$ cat src/rtl/sdram_arb_pkg.sv
// Shared definitions for the SDRAM port arbiter: state encoding, default widths,
// frame-buffer base addresses and the index-width helper.
package sdram_arb_pkg;

  localparam int ARB_ADDR_W    = 24;
  localparam int ARB_DATA_W    = 16;
  localparam int LCD_GRAM_BASE = 0;
  localparam int PHOTON_BASE   = 384000;

  typedef enum logic [1:0] {
    IDLE    = 2'd0,
    ISSUE   = 2'd1,
    RELEASE = 2'd2,
    HOLD    = 2'd3
  } arb_state_e;

  // A single requester still needs a one-bit index.
  function automatic int arb_idx_w(input int n);
    return (n > 1) ? $clog2(n) : 1;
  endfunction

endpackage

$ cat src/rtl/sdram_rr_pick.sv
// Combinational round-robin picker: first pending bit searching upward from
// (last_i + 1) with wrap, returned as one-hot and as an index.
module sdram_rr_pick
  import sdram_arb_pkg::*;
#(
  parameter int NUM_REQ = 3,
  parameter int IDX_W   = arb_idx_w(NUM_REQ)
) (
  input  logic [NUM_REQ-1:0] pending_i,
  input  logic [IDX_W-1:0]   last_i,
  output logic [NUM_REQ-1:0] grant_o,
  output logic [IDX_W-1:0]   idx_o,
  output logic               valid_o
);

  logic             found;
  logic [IDX_W:0]   sum;
  logic [IDX_W-1:0] cand;

  assign valid_o = |pending_i;

  always_comb begin
    grant_o = '0;
    idx_o   = '0;
    found   = 1'b0;
    sum     = '0;
    cand    = '0;
    for (int i = 1; i <= NUM_REQ; i++) begin
      sum = {1'b0, last_i} + (IDX_W+1)'(i);
      if (sum >= (IDX_W+1)'(NUM_REQ)) begin
        sum = sum - (IDX_W+1)'(NUM_REQ);
      end
      cand = sum[IDX_W-1:0];
      if (!found && pending_i[cand]) begin
        found         = 1'b1;
        grant_o[cand] = 1'b1;
        idx_o         = cand;
      end
    end
  end

endmodule

$ cat src/rtl/sdram_port_arbiter.sv
// Round-robin arbiter sharing one SDRAM read/write controller between NUM_REQ masters.
// Define SDRAM_ARB_LOCK_EN to honour iReq_Lock (grant held across multi-access sequences).
module sdram_port_arbiter
  import sdram_arb_pkg::*;
#(
  parameter int NUM_REQ = 3,
  parameter int ADDR_W  = ARB_ADDR_W,
  parameter int DATA_W  = ARB_DATA_W
) (
  input  logic                      clk,
  input  logic                      rst,
  input  logic [NUM_REQ-1:0]        iReq_Rd,
  input  logic [NUM_REQ-1:0]        iReq_Wr,
  input  logic [NUM_REQ*ADDR_W-1:0] iReq_Addr,
  input  logic [NUM_REQ*DATA_W-1:0] iReq_Wr_Data,
  input  logic [NUM_REQ-1:0]        iReq_Lock,
  output logic [NUM_REQ-1:0]        oRd_Done,
  output logic [NUM_REQ-1:0]        oWr_Done,
  output logic [DATA_W-1:0]         oRd_Data,
  output logic [NUM_REQ-1:0]        oGrant,
  output logic                      oSDRAM_Rd_Req,
  output logic [ADDR_W-1:0]         oSDRAM_Rd_Addr,
  input  logic [DATA_W-1:0]         iSDRAM_Data,
  input  logic                      iSDRAM_Rd_Done,
  output logic                      oSDRAM_Wr_Req,
  output logic [ADDR_W-1:0]         oSDRAM_Wr_Addr,
  output logic [DATA_W-1:0]         oSDRAM_Wr_Data,
  input  logic                      iSDRAM_Wr_Done
);

  localparam int               IDX_W      = arb_idx_w(NUM_REQ);
  localparam logic [IDX_W-1:0] LAST_RESET = IDX_W'(NUM_REQ - 1);

  arb_state_e         state_q, state_d;
  logic [NUM_REQ-1:0] grant_q, grant_d;
  logic [NUM_REQ-1:0] rdDone_q, rdDone_d;
  logic [NUM_REQ-1:0] wrDone_q, wrDone_d;
  logic [IDX_W-1:0]   last_q, last_d;
  logic [ADDR_W-1:0]  addr_q, addr_d;
  logic [DATA_W-1:0]  wdata_q, wdata_d;
  logic [DATA_W-1:0]  rdData_q, rdData_d;
  logic               isWr_q, isWr_d;

  logic [NUM_REQ-1:0] pending, pickGrant;
  logic [IDX_W-1:0]   pickIdx, selIdx;
  logic               pickValid, servedReq;
  logic [ADDR_W-1:0]  capAddr;
  logic [DATA_W-1:0]  capData;
  logic               capWr;

  assign pending = iReq_Rd | iReq_Wr;

  sdram_rr_pick #(
    .NUM_REQ (NUM_REQ),
    .IDX_W   (IDX_W)
  ) u_pick (
    .pending_i (pending),
    .last_i    (last_q),
    .grant_o   (pickGrant),
    .idx_o     (pickIdx),
    .valid_o   (pickValid)
  );

  // In IDLE the new winner is captured; in HOLD the current owner re-issues.
  // A write always wins over a simultaneous read from the same requester.
  assign selIdx    = (state_q == IDLE) ? pickIdx : last_q;
  assign capAddr   = iReq_Addr[selIdx*ADDR_W +: ADDR_W];
  assign capData   = iReq_Wr_Data[selIdx*DATA_W +: DATA_W];
  assign capWr     = iReq_Wr[selIdx];
  assign servedReq = isWr_q ? iReq_Wr[last_q] : iReq_Rd[last_q];

`ifndef SDRAM_ARB_LOCK_EN
  logic unused_lock;
  assign unused_lock = ^iReq_Lock;
`endif

  always_comb begin
    state_d  = state_q;
    grant_d  = grant_q;
    last_d   = last_q;
    addr_d   = addr_q;
    wdata_d  = wdata_q;
    isWr_d   = isWr_q;
    rdData_d = rdData_q;
    rdDone_d = '0;
    wrDone_d = '0;
    case (state_q)
      IDLE: begin
        if (pickValid) begin
          grant_d = pickGrant;
          last_d  = pickIdx;
          addr_d  = capAddr;
          wdata_d = capData;
          isWr_d  = capWr;
          state_d = ISSUE;
        end
      end
      ISSUE: begin
        if (isWr_q && iSDRAM_Wr_Done) begin
          wrDone_d = grant_q;
          state_d  = RELEASE;
        end else if (!isWr_q && iSDRAM_Rd_Done) begin
          rdDone_d = grant_q;
          rdData_d = iSDRAM_Data;
          state_d  = RELEASE;
        end
      end
      RELEASE: begin
        if (!servedReq) begin
`ifdef SDRAM_ARB_LOCK_EN
          if (iReq_Lock[last_q]) begin
            state_d = HOLD;
          end else begin
            state_d = IDLE;
            grant_d = '0;
          end
`else
          state_d = IDLE;
          grant_d = '0;
`endif
        end
      end
`ifdef SDRAM_ARB_LOCK_EN
      HOLD: begin
        if (pending[last_q]) begin
          addr_d  = capAddr;
          wdata_d = capData;
          isWr_d  = capWr;
          state_d = ISSUE;
        end else if (!iReq_Lock[last_q]) begin
          state_d = IDLE;
          grant_d = '0;
        end
      end
`endif
      default: state_d = IDLE;
    endcase
  end

  always_ff @(posedge clk or posedge rst) begin
    if (rst) begin
      state_q  <= IDLE;
      grant_q  <= '0;
      last_q   <= LAST_RESET;
      addr_q   <= '0;
      wdata_q  <= '0;
      isWr_q   <= 1'b0;
      rdData_q <= '0;
      rdDone_q <= '0;
      wrDone_q <= '0;
    end else begin
      state_q  <= state_d;
      grant_q  <= grant_d;
      last_q   <= last_d;
      addr_q   <= addr_d;
      wdata_q  <= wdata_d;
      isWr_q   <= isWr_d;
      rdData_q <= rdData_d;
      rdDone_q <= rdDone_d;
      wrDone_q <= wrDone_d;
    end
  end

  assign oGrant         = grant_q;
  assign oRd_Done       = rdDone_q;
  assign oWr_Done       = wrDone_q;
  assign oRd_Data       = rdData_q;
  assign oSDRAM_Wr_Req  = (state_q == ISSUE) && isWr_q;
  assign oSDRAM_Rd_Req  = (state_q == ISSUE) && !isWr_q;
  assign oSDRAM_Wr_Addr = addr_q;
  assign oSDRAM_Rd_Addr = addr_q;
  assign oSDRAM_Wr_Data = wdata_q;

endmodule

$ cat config.mk
export PLATFORM = sky130hd
export DESIGN_NAME = sdram_port_arbiter
export DESIGN_NICKNAME = d
export VERILOG_FILES = /design/src/rtl/sdram_arb_pkg.sv /design/src/rtl/sdram_rr_pick.sv /design/src/rtl/sdram_port_arbiter.sv
export SDC_FILE = /design/constraint.sdc
export NUM_CORES = 1
export LEC_CHECK = 0
export BUFFER_PORTS_ARGS = -buffer_cell sky130_fd_sc_hd__buf_2
export CAP_MARGIN = 20
export CORE_AREA = 2 2 94 96
export DETAILED_ROUTE_END_ITERATION = 16
export DIE_AREA = 0 0 96 98
export GPL_TIMING_DRIVEN = 0
export PLACE_DENSITY = 0.81
export RECOVER_POWER = 50
export SYNTH_ARGS = -nofsm -noshare
export SYNTH_HDL_FRONTEND = slang
export SYNTH_SLANG_ARGS = --single-unit
$ cat constraint.sdc
create_clock -name clk -period 4.4 [get_ports clk]
set_clock_uncertainty 0.05 [all_clocks]
set_input_delay 0.66 -clock clk [delete_from_list [all_inputs] [get_ports clk]]
set_output_delay 0.66 -clock clk [all_outputs]
set_load 0.01 [all_outputs]
==> flow_summary_export.csv <==
group,metric,value,unit
clock_tree,post-cts-setup-buffers,0,
sta,slew_viol_final,71,
global_route,grt_pass1_wl,17.3,mm
cells_and_area,area_growth_syn_to_layout,40.2,%
die,core,0.00847,sq mm
cells_and_area,fin_util,0.625,
setup_path,end_kind,"flop",
pwr,ir_worst_vdd,291,uV
sta,holdWs,0.460,ns
routing,totalWireLength,11.5,mm
clock_tree,cts_tree,"done",
clock_tree,htreeDepth,3,
synthesis,syn_area,0.00377,sq mm
sta,tightest_slew,3.03,ns
global_route,grt_usage,0.238,
synthesis,synth_warnings,0,
cells_and_area,multi_input_area,0.00160,sq mm
clock_tree,ctsHoldBuffers,0,
synthesis,synthTopCellsByCount,"dfrtp_1 (69), a221o_1 (40), a22o_2 (28)",
sta,tns,0,ns
clock_tree,root_buffer,"clkbuf_8",
die,die_w,96,um
synthesis,syn_avg_cell_area,12.5,sq um
synthesis,ys_top_cells_by_area,"dfrtp_1 (46%), a221o_1 (11%), a22o_2 (7.4%), buf_4 (5.2%), mux2_2 (5.1%)",
routing,drt_pre_antenna_iters,4,
synthesis,synth_top_area_share,0.458,
synthesis,yosysMostFrequentCell,"dfrtp_1",
clock_tree,clk_pin_slew,0.08,ns
sta,hold_violations,0,
setup_path,r2r_slack,1.45,ns
synthesis,syn_nets,456,
synthesis,ys_seq_area_frac,0.465,
global_route,grt_start_max_net_pins,71,
clock_tree,numCtsBuffers,9,
sta,fmax,0.339,GHz
synthesis,yosysTopAreaCell,"dfrtp_1",
global_route,first_global_vias,3568,
placed_design,dp.cells,645,
clock_tree,clock-sinks,70,
sta,fin_crit_sh,0.671,
setup_path,critical_path.max_fanout,10,
placed_design,numPortBuffers,236,
min_path,holdPathStages,1,
die,floorplan.initialDensity,0.445,
job,maxCapViolCount,1,
cells_and_area,final_cells,662,
cells_and_area,fin_nets,703,
pwr,p_per_area,736,mW/mm^2
clock_tree,worstSkewPairLatency,0.35,ns
placed_design,dpl.hpwl,8.91,mm
setup_path,cp.required,4.57,ns
die,pin_count,240,
die,die_h,98,um
sta,finalWorstPathRequiredPeriod,2.95,ns
cells_and_area,seq_area,0.00175,sq mm
synthesis,synth-async-reset-ratio,1.00,
synthesis,ys_seq_elements,70,
cells_and_area,drive_gt1_frac,0.579,
sta,grt_setup_unrepaired,"false",
global_route,antenna_found_initial,1,
min_path,hp-class,"flop to flop",
synthesis,synth_flop_cell,"dfrtp_1",
pwr,p_leak,2.76,nW
sta,setup_viol,0,
clock_tree,cts_resized,0,
outcome,status,"finished with violations",
synthesis,syn_inst,301,
outcome,violations,"max-capacitance violations, max-slew violations",
setup_path,reg2regPathDepth,7,
routing,ant_nets,0,
global_route,grt-ovfl-total,0,
routing,drcViolationCount,0,
routing,post_drt_wl_per_cell,17.4,um
routing,via_per_inst,5.47,
synthesis,synth_edf_count,0,
setup_path,arrival,3.12,ns
routing,dr.first_iter.drc_count,130,
placed_design,gp_congestion,0.850,
synthesis,yosysUniqueCellTypes,53,
sta,slew_headroom,-1.03,
cells_and_area,fillers,738,
setup_path,path_class,"flop to flop",
routing,vias,3621,
die,rows,34,
die,die_area,0.00941,sq mm
clock_tree,clk_path_buf_depth,2,
setup_path,start_kind,"flop",
-- power by group --
part / leakage, nW / internal (mW) / switching, mW
logic: 1.75 / 1.11 / 1.01
registers: 0.882 / 0.926 / 0.204
clock network: 0.124 / 0.380 / 0.262
-- through the flow --
stage | instance area (sq um) | total power, mW | setup slack, ns
global route | 5290 | 4.14 | 1.27
CTS | 5340 | 3.94 | 1.44
floorplan | 3770 | 2.58 | 1.73
global placement | 5090 | 3.23 | 1.17
finish | 5290 | 3.89 | 1.45
detailed placement | 5090 | 3.29 | 1.47
-- worst max-delay path: stages, from the launching register on --
cell and delay (ns):
dfstp_2 0.56, inv_1 0.10, ha_1 0.29, or4b_1 0.59, o31a_1 0.40, o2111a_1 0.24, buf_2 0.21, a221o_1 0.38
-- path summary, 6_finish.rpt --
path	to	start
setup / recovery	oSDRAM_Rd_Addr[18]$_DFFE_PP0P_	last_q[1]$_DFFE_PP1P_
min in group asynchronous	oRd_Data[12]$_DFFE_PP0P_	rst
hold / removal	oRd_Data[1]$_DFFE_PP0P_	oRd_Data[1]$_DFFE_PP0P_
setup reg to reg	oSDRAM_Rd_Addr[18]$_DFFE_PP0P_	last_q[1]$_DFFE_PP1P_
max in group asynchronous	oSDRAM_Rd_Addr[4]$_DFFE_PP0P_	rst
hold reg to reg	oRd_Data[1]$_DFFE_PP0P_	oRd_Data[1]$_DFFE_PP0P_
-- logic make-up (layout without fill, tap and decap cells) --
kind of cell               count (synthesis)  count (layout)  share of synthesized area
AOI/OAI and AO/OA                        106             106                      0.272
adders and majority gates                  6               6                     0.0199
DFF                                       70              70                      0.465
muxes                                     20              20                     0.0620
and+or+nand+nor                           46              46                     0.0707
other                                      0               1                          0
buffers and inverters                     53             305                      0.111
-- sequential cells by signal, summed over array words and instances, names as in the netlist, 2 cells and up --
signal / count
oGrant: 3
oRd_Data: 16
oSDRAM_Rd_Addr: 24
oSDRAM_Wr_Data: 16
state_q: 2
last_q: 2
oRd_Done: 3
oWr_Done: 3
-- layout make-up --
| type | instances | area share |
|---|---|---|
| flip-flops and latches | 70 | 0.332 |
| multi-input cells | 178 | 0.303 |
| repair buffers | 236 | 0.214 |
| plain buffers | 47 | 0.0748 |
| well taps | 108 | 0.0256 |
| clock buffers | 9 | 0.0234 |
| clock inverters | 7 | 0.0230 |
| inverters | 6 | 0.00450 |
| diodes | 1 | 0.000473 |
-- routing by layer --
| metal | track usage | vias to the layer above | share of wire |
|---|---|---|---|
| met1 | 0.284 | 1756 | 0.39 |
| met2 | 0.408 | 195 | 0.50 |
| met4 | 0.0857 | 0 | 0.021 |
| li1 | - | 1651 | - |
| met3 | 0.0594 | 19 | 0.086 |
| met5 | 0 | - | 0 |
-- cell usage in the layout (no fill, tap or decap), types with 3 or more instances in the layout --
cell type  count
nand2_1       11
a22o_2        28
o21ai_0        6
dfrtp_1       69
a22o_1         7
a21oi_1        3
mux2_2        17
clkbuf_1      40
inv_1          5
buf_2        203
buf_4         26
nor2_1         8
and3_1         6
nor3_1         3
a22o_4         6
ha_1           6
bufinv_16      3
clkbuf_8      13
buf_6          9
a221o_1       40
Note: power is estimated with default switching activity, not from simulation.
